**src/rtl/gf256_inverse_serial_if.sv**
```systemverilog
// Handshake bundle for the serial GF(2^8) inverter: an input byte channel
// and an output byte channel, each with its own valid/ready pair.
interface gf256_inverse_serial_if;
    logic       in_valid;
    logic       in_ready;
    logic [7:0] byte_in;
    logic       out_valid;
    logic       out_ready;
    logic [7:0] byte_out;

    // Producer of input bytes and consumer of results
    modport master (
        output in_valid,
        input  in_ready,
        output byte_in,
        input  out_valid,
        output out_ready,
        input  byte_out
    );

    // The inverter itself
    modport slave (
        input  in_valid,
        output in_ready,
        input  byte_in,
        output out_valid,
        input  out_ready,
        output byte_out
    );
endinterface

```
**src/rtl/gf256_inverse_serial.sv**
```systemverilog
// Iterative GF(2^8) multiplicative inverse, x^254, using one bit-serial
// multiplier. r accumulates x^2 * x^4 * ... * x^128 over seven multiplies
// of eight Horner steps each; s walks the successive squares. x = 0 needs
// no special handling since the first product is already zero.
module gf256_inverse_serial #(
    parameter logic [7:0] POLY = 8'h1B
) (
    input  logic                        clk,
    input  logic                        rst,
    gf256_inverse_serial_if.slave       bus
);

    // Full 9-bit reduction polynomial, widened for the squaring fold
    localparam logic [14:0] RED = {6'd0, 1'b1, POLY};

    typedef enum logic [1:0] {
        IDLE = 2'd0,
        MULT = 2'd1,
        DONE = 2'd2
    } state_t;

    state_t     state_reg, state_next;
    logic [7:0] r_reg, r_next;
    logic [7:0] s_reg, s_next;
    logic [7:0] acc_reg, acc_next;
    logic [2:0] k_reg, k_next;
    logic [2:0] iter_reg, iter_next;
    logic [7:0] out_reg, out_next;

    logic [7:0] sq_in;
    logic [7:0] sq_s;
    logic [7:0] acc_shift;
    logic [7:0] partial;
    logic [7:0] horner_step;
    logic       s_bit;

    // Squaring is linear over GF(2): spread bit i to position 2i, then fold
    // the high terms back down with the reduction polynomial.
    function automatic logic [7:0] gf_sq(input logic [7:0] a);
        logic [14:0] p;
        p = '0;
        for (int i = 0; i < 8; i++) begin
            p[2*i] = a[i];
        end
        for (int j = 14; j >= 8; j--) begin
            if (p[j]) begin
                p = p ^ (RED << (j - 8));
            end
        end
        return p[7:0];
    endfunction

    assign sq_in = gf_sq(bus.byte_in);
    assign sq_s  = gf_sq(s_reg);

    // MSB-first Horner: multiply the accumulator by x, then add r if the
    // current bit of s is set.
    assign s_bit     = s_reg[3'd7 - k_reg];
    assign acc_shift = {acc_reg[6:0], 1'b0} ^ (acc_reg[7] ? POLY : 8'h00);

    genvar gi;
    generate
        for (gi = 0; gi < 8; gi++) begin : g_partial
            assign partial[gi] = s_bit & r_reg[gi];
        end
    endgenerate

    assign horner_step = acc_shift ^ partial;

    // State and datapath registers; reset discards any in-flight byte
    always_ff @(posedge clk or posedge rst) begin
        if (rst) begin
            state_reg <= IDLE;
            r_reg     <= 8'h00;
            s_reg     <= 8'h00;
            acc_reg   <= 8'h00;
            k_reg     <= 3'd0;
            iter_reg  <= 3'd0;
            out_reg   <= 8'h00;
        end else begin
            state_reg <= state_next;
            r_reg     <= r_next;
            s_reg     <= s_next;
            acc_reg   <= acc_next;
            k_reg     <= k_next;
            iter_reg  <= iter_next;
            out_reg   <= out_next;
        end
    end

    // Next-state and datapath update: accept, step the multiplier, hand off
    always_comb begin
        state_next = state_reg;
        r_next     = r_reg;
        s_next     = s_reg;
        acc_next   = acc_reg;
        k_next     = k_reg;
        iter_next  = iter_reg;
        out_next   = out_reg;

        case (state_reg)
            IDLE: begin
                if (bus.in_valid) begin
                    s_next     = sq_in;
                    r_next     = 8'h01;
                    acc_next   = 8'h00;
                    k_next     = 3'd0;
                    iter_next  = 3'd0;
                    state_next = MULT;
                end
            end
            MULT: begin
                acc_next = horner_step;
                k_next   = k_reg + 3'd1;
                if (k_reg == 3'd7) begin
                    // Product complete: fold into r and move to next square
                    r_next   = horner_step;
                    s_next   = sq_s;
                    acc_next = 8'h00;
                    k_next   = 3'd0;
                    if (iter_reg == 3'd6) begin
                        out_next   = horner_step;
                        state_next = DONE;
                    end else begin
                        iter_next = iter_reg + 3'd1;
                    end
                end
            end
            DONE: begin
                if (bus.out_ready) begin
                    state_next = IDLE;
                end
            end
            default: begin
                state_next = IDLE;
            end
        endcase
    end

    // Handshake outputs decode registered state only
    assign bus.in_ready  = (state_reg == IDLE);
    assign bus.out_valid = (state_reg == DONE);
    assign bus.byte_out  = out_reg;

endmodule

```
**src/flat_wrapper.sv**
```systemverilog
// flat-port wrapper written by rule: the top's interface ports become plain ports
module gf256_inverse_serial_flat 
#(
    parameter logic [7:0] POLY = 8'h1B
)
  (clk, rst, bus_in_valid, bus_in_ready, bus_byte_in, bus_out_valid, bus_out_ready, bus_byte_out);
  gf256_inverse_serial_if bus_i ();
  input  logic clk;
  input  logic rst;
  input wire logic [$bits(bus_i.in_valid)-1:0] bus_in_valid;
  output wire logic [$bits(bus_i.in_ready)-1:0] bus_in_ready;
  input wire logic [$bits(bus_i.byte_in)-1:0] bus_byte_in;
  output wire logic [$bits(bus_i.out_valid)-1:0] bus_out_valid;
  input wire logic [$bits(bus_i.out_ready)-1:0] bus_out_ready;
  output wire logic [$bits(bus_i.byte_out)-1:0] bus_byte_out;
  assign bus_i.in_valid = bus_in_valid;
  assign bus_in_ready = bus_i.in_ready;
  assign bus_i.byte_in = bus_byte_in;
  assign bus_out_valid = bus_i.out_valid;
  assign bus_i.out_ready = bus_out_ready;
  assign bus_byte_out = bus_i.byte_out;
  gf256_inverse_serial #(.POLY(POLY)) u_core (.clk(clk), .rst(rst), .bus(bus_i));
endmodule
```
**config.mk**
```make
export PLATFORM = sky130hd
export DESIGN_NAME = gf256_inverse_serial_flat
export DESIGN_NICKNAME = d
export VERILOG_FILES = /design/src/rtl/gf256_inverse_serial_if.sv /design/src/rtl/gf256_inverse_serial.sv /design/src/flat_wrapper.sv
export SDC_FILE = /design/constraint.sdc
export NUM_CORES = 1
export LEC_CHECK = 0
export ABC_AREA = 1
export CAP_MARGIN = 10
export CORE_MARGIN = 2
export CORE_UTILIZATION = 57
export DETAILED_ROUTE_END_ITERATION = 16
export PLACE_DENSITY_LB_ADDON = 0.08
export SYNTH_ARGS = -nofsm -noshare
export SYNTH_HDL_FRONTEND = slang
export SYNTH_SLANG_ARGS = --single-unit
```
**constraint.sdc**
```tcl
create_clock -name clk -period 2 [get_ports clk]
set_input_delay 0.4 -clock clk [delete_from_list [all_inputs] [get_ports clk]]
set_output_delay 0.4 -clock clk [all_outputs]
set_load 0.1 [all_outputs]
```
* Word level (Yosys, flattened, before mapping)
Cells that the tools add are included.
Widths: inputs -> output; s select.
** Cells by class
- $add $sub $neg :: 3
- Order comparisons :: 1
- Equality and inequality tests :: 9
- Multiplexer cells :: 37
- Bitwise logic cells :: 24
- Reduce and logical (&&, ||, !) cells :: 7
** Operators by type and width (count)
- $mux 8 :: 8
- $not 4->4 :: 14
- $pmux 8 s2 :: 3
- $mux 11 :: 2
- $mux 10 :: 2
- $mux 9 :: 2
- $xor 8x8->8 :: 2
- $mux 5 :: 3
- $mux 7 :: 2
- $mux 3 :: 4
- $mux 6 :: 2
- $pmux 3 s2 :: 2
- $and 1x1->1 :: 8
- $mux 2 :: 4
- $reduce_and 4->1 :: 2
- $add 3x1->3 const B :: 2
- $eq 3x3->1 const B :: 2
- $ne 2x1->1 const B :: 3
- $pmux 2 s3 :: 1
- $reduce_and 3->1 :: 2
- $lt 3x4->1 const B :: 1
- $ne 2x2->1 const B :: 2
- $bmux 1 s3 :: 1
- $sub 3x3->3 const A :: 1
- other kinds (6) :: 6
** Word-level totals
- Bits in registers :: 40
- Bits of input ports :: 12
- Output and inout port bits :: 10

* Logic depth before layout (Yosys ltp)
- Depth in word-level cells :: 16
- Depth in mapped cells :: 9
- Depth with buffers taken out :: 9

* Least setup slack after synthesis
No wires, ideal clock.
- Path type :: reg-to-output
- Start point :: reg u_core.state_reg[0]
- End point :: out bus_out_valid
- Data arrival time :: 1.770 ns
- Required time :: 1.600 ns
- Path slack :: -0.170 ns
- Stages on the path, launching flop included :: 2
- Buffers on the path :: 0
- Path through :: dfrtp_1 -> nor2_1
** Between the ends
- Cells in the longest elaborated chain, start to end :: 1
** RTL lines
- from (decl) :: line gf256_inverse_serial.sv:22 : state_t state_reg, state_next;
- from (signal assigned) :: line gf256_inverse_serial.sv:81 : state_reg <= state_next;
- $eq 2x2->1 :: line gf256_inverse_serial.sv:142 : assign bus.out_valid = (state_reg == DONE);
- to (decl) :: line flat_wrapper.sv:13 : output wire logic [$bits(bus_i.out_valid)-1:0] bus_out_valid;
No other way between the ends.

* Worst setup path in the final report
- Start point :: reg u_core.k_reg[0]
- End point :: reg u_core.s_reg[7]
** Between the ends
- Cells in the longest elaborated chain, start to end :: 3
** RTL lines
- from (decl) :: line gf256_inverse_serial.sv:26 : logic [2:0] k_reg, k_next;
- from (signal assigned) :: line gf256_inverse_serial.sv:85 : k_reg <= k_next;
- $eq 3x3->1 :: line gf256_inverse_serial.sv:115 : if (k_reg == 3'd7) begin
- $ne 2x1->1 (no source line)
- $reduce_and 3->1 (no source line)
- to (signal assigned) :: line gf256_inverse_serial.sv:83 : s_reg <= s_next;
- to (decl) :: line gf256_inverse_serial.sv:24 : logic [7:0] s_reg, s_next;
No other way between the ends.
A chain may end at the register's enable or synchronous reset.

==> impl_metrics.json <==
{
  "worst_setup_hold_path_clk_slew_ns": 0.08,
  "post_cts_hold_fix_bufs": 0,
  "period_minus_slack_ns": 1.778,
  "post_synth_inst_count": 282,
  "drtPass1Iterations": 4,
  "startpoint_type": "flop",
  "grt_max_degree": 41,
  "post_syn_area_per_cell_um2": 8.044,
  "critPathMaxFanout": 11,
  "run_status": "completed",
  "gpl.final_weighted_congestion": 0.8471,
  "worst-r2r-setup-slack_ns": 0.22,
  "floorplan.io_pins": 22,
  "cellPowerDensity_nw_per_um2": 1619,
  "post_cts_buffers": 0,
  "peakVddDrop_mv": 0.8765,
  "critPathCaptureType": "flop",
  "grt_remaining_overflow": 0,
  "rsz0062_at_grt": "no",
  "max_cap_viol_count": 0,
  "detail-route-antenna-nets": 0,
  "placed_cells_incl_taps": 352,
  "initial_core_util": 0.6059,
  "fp-row-count": 22,
  "fp.dieArea_um2": 4500,
  "power.switching_w": 0.002040,
  "tritoncts": "built",
  "clock_root_buffer": "clkbuf_8",
  "drc_errors": 0,
  "worst-endpoint-required_ns": 2.17,
  "cts_max_path_buffers": 2,
  "via_count": 1949,
  "antenna_violations_before_repair": 0,
  "crit-reg2reg-capture": "u_core.s_reg[7]",
  "timing.hold.worst.class": "reg -> reg",
  "drt_total_wl_um": 4685,
  "area_growth_pct": 16.38,
  "vertical_die_dimension_um": 67.09,
  "critical_path.startpoint": "u_core.k_reg[0]",
  "worstSetupEndpoint": "u_core.s_reg[7]",
  "worstMarginPinSlew_ns": 0.4992,
  "mappedNetlistArea_um2": 2268,
  "synth-seq-cells": 40,
  "synth_fp_nets": 298,
  "synth_seq_area_share": 0.4413,
  "mean_routed_wirelength_per_cell_um": 13.05,
  "power_leakage_nw": 1.301,
  "final-hold-violation-count": 0,
  "final-max-slew-violation-count": 0,
  "ys.warnings.count": 0,
  "post_cts.resized_instances": 0,
  "h-tree-depth": 2,
  "dp.final_hpwl_um": 3299,
  "power_switching_share": 0.4774,
  "final.setup.tns_ns": 0,
  "insertion_delay_ns": 0.29,
  "worst_r2r_path_depth": 7,
  "cts.sink_count": 40,
  "vias_per_cell": 5.429,
  "fin_skew_ns": 0.01229,
  "grt.total_usage": 0.2434,
  "core_area_um2": 3744,
  "r2r-start": "u_core.k_reg[0]",
  "layout_utilization": 0.7052,
  "min_period_over_period": 0.8891,
  "number_of_distinct_library_cells_after_synthesis": 36,
  "sequentialPowerShare": 0.344,
  "pwr-share-clk": 0.121,
  "critPathKind": "reg -> reg",
  "stdcell_count": 359,
  "gate_power_share": 0.535,
  "grt_first_pass_wirelength_um": 8148,
  "cell_internal_pwr_w": 0.002233,
  "antenna_cells_inserted": 0,
  "number_of_nets_in_the_final_layout": 327,
  "die_span_x_um": 67.09,
  "tritoncts.num_buffers": 5,
  "placement.io_buffers": 21,
  "setup_viol": 0,
  "maxClockFrequency_ghz": 0.5624,
  "drtIter0Drc": 137,
  "fraction_of_final_layout_cells_sized_beyond_drive_strength_1": 0.1415,
  "critPathArrivalTime_ns": 1.94,
  "number_of_global_route_vias_before_repair": 1785,
  "slew_headroom": 0.6672
}
-- stage by stage --
stage	total power, W	setup WS, ns	hold slack (ns)	cell area (µm²)
after floorplan	0.003235	0.2871	0.4618	2273
after global placement	0.003701	0.1312	0.4650	2559
after detailed placement	0.003760	0.07364	0.4672	2559
after CTS	0.004283	0.2349	0.4885	2640
after global routing	0.004694	0.03912	0.5005	2640
final	0.004273	0.2218	0.4840	2640
-- power by group through the flow --
stage               sequential, W  clock (W)  combinational [W]
floorplan                 0.00165          0            0.00159
global placement          0.00147          0            0.00223
detailed placement        0.00148          0            0.00228
CTS                       0.00146   0.000526            0.00229
global route              0.00153   0.000566            0.00260
finish                    0.00147   0.000518            0.00229
-- layer usage --
metal	GRT usage	share of wire	vias to the layer above
met1	0.3431	0.48	894
met3	0.06081	0.070	7
met5	0	0	-
li1	-	-	979
met4	0.07143	0.013	0
met2	0.3688	0.44	69
-- final cells by class --
| type | instances | area [µm²] |
|---|---|---|
| clock buffer | 5 | 68.82 |
| clock inverter | 2 | 12.51 |
| fill | 311 | 1104 |
| inverter | 32 | 122.6 |
| multi-input combinational | 204 | 1112 |
| sequential | 40 | 1001 |
| tap | 48 | 60.06 |
| timing repair buffer | 28 | 262.8 |
-- cell families (layout without fill, tap and decap cells) --
kind of cell | Yosys count | count (layout) | synth area share
simple gates | 148 | 148 | 0.2990
flops | 40 | 40 | 0.4413
xor+xnor | 16 | 16 | 0.06177
compound gates | 36 | 36 | 0.1054
fa+ha+maj | 4 | 4 | 0.02206
buf+inv | 38 | 67 | 0.07060
-- how the worst min path moves through the flow --
stage	endpoint	from	cells after the start	slack, ns
after floorplan	u_core.acc_reg[5]	u_core.acc_reg[5]	2	0.46
after global placement	u_core.bus.byte_out[2]	u_core.bus.byte_out[2]	2	0.47
after detailed placement	u_core.bus.byte_out[2]	u_core.bus.byte_out[2]	2	0.47
after CTS	u_core.bus.byte_out[2]	u_core.bus.byte_out[2]	2	0.49
after global routing	u_core.bus.byte_out[7]	u_core.bus.byte_out[7]	2	0.50
final	u_core.bus.byte_out[2]	u_core.bus.byte_out[2]	2	0.48
-- synthesized netlist by cell type --
library cell,count,area [µm²]
xor2_1,5,43.79
o31ai_1,2,15.01
ha_1,4,50.05
nor2_1,10,37.54
nand2_4,1,11.26
inv_1,28,105.1
buf_4,1,7.510
nand3_2,1,10.01
o21ai_1,1,5.000
a31oi_1,1,6.260
o211ai_1,1,7.510
buf_6,1,11.26
o32ai_1,1,8.760
a211oi_1,1,7.510
a21oi_1,6,30.03
nor2_2,1,6.260
nand3_1,34,170.2
nor2_4,2,22.52
o21ai_4,1,16.27
o21bai_2,4,45.04
nand4_1,8,50.05
nor3_1,1,5.000
and2_1,1,6.260
nand2_1,84,315.3
clkbuf_1,1,3.750
inv_2,2,7.510
clkinv_2,2,10.01
nand3b_1,1,7.510
dfrtp_1,40,1001
or2_2,3,18.77
buf_2,3,15.01
a22oi_1,1,7.510
xnor2_1,11,96.34
a32o_1,1,10.01
o21ai_0,16,80.08
nand3_4,1,17.52
-- critical path, stage by stage (launching register included) --
cell and delay [ns]:
dfrtp_1 0.45, ha_1 0.26, ha_1 0.24, nor2_4 0.06, nor2_4 0.22, o21ai_1 0.16
a211oi_1 0.20, a21oi_1 0.06
-- layout by cell type, fill, tap and decap left out, types with 6 or more instances in the layout --
| cell type | instances |
|---|---|
| xnor2_1 | 11 |
| a21oi_1 | 6 |
| nand2_1 | 84 |
| o21ai_0 | 16 |
| dfrtp_1 | 40 |
| nand3_1 | 34 |
| nor2_1 | 8 |
| buf_4 | 15 |
| clkdlybuf4s50_1 | 11 |
| inv_1 | 28 |
| nand4_1 | 8 |
(Power assumes the default switching activity.)
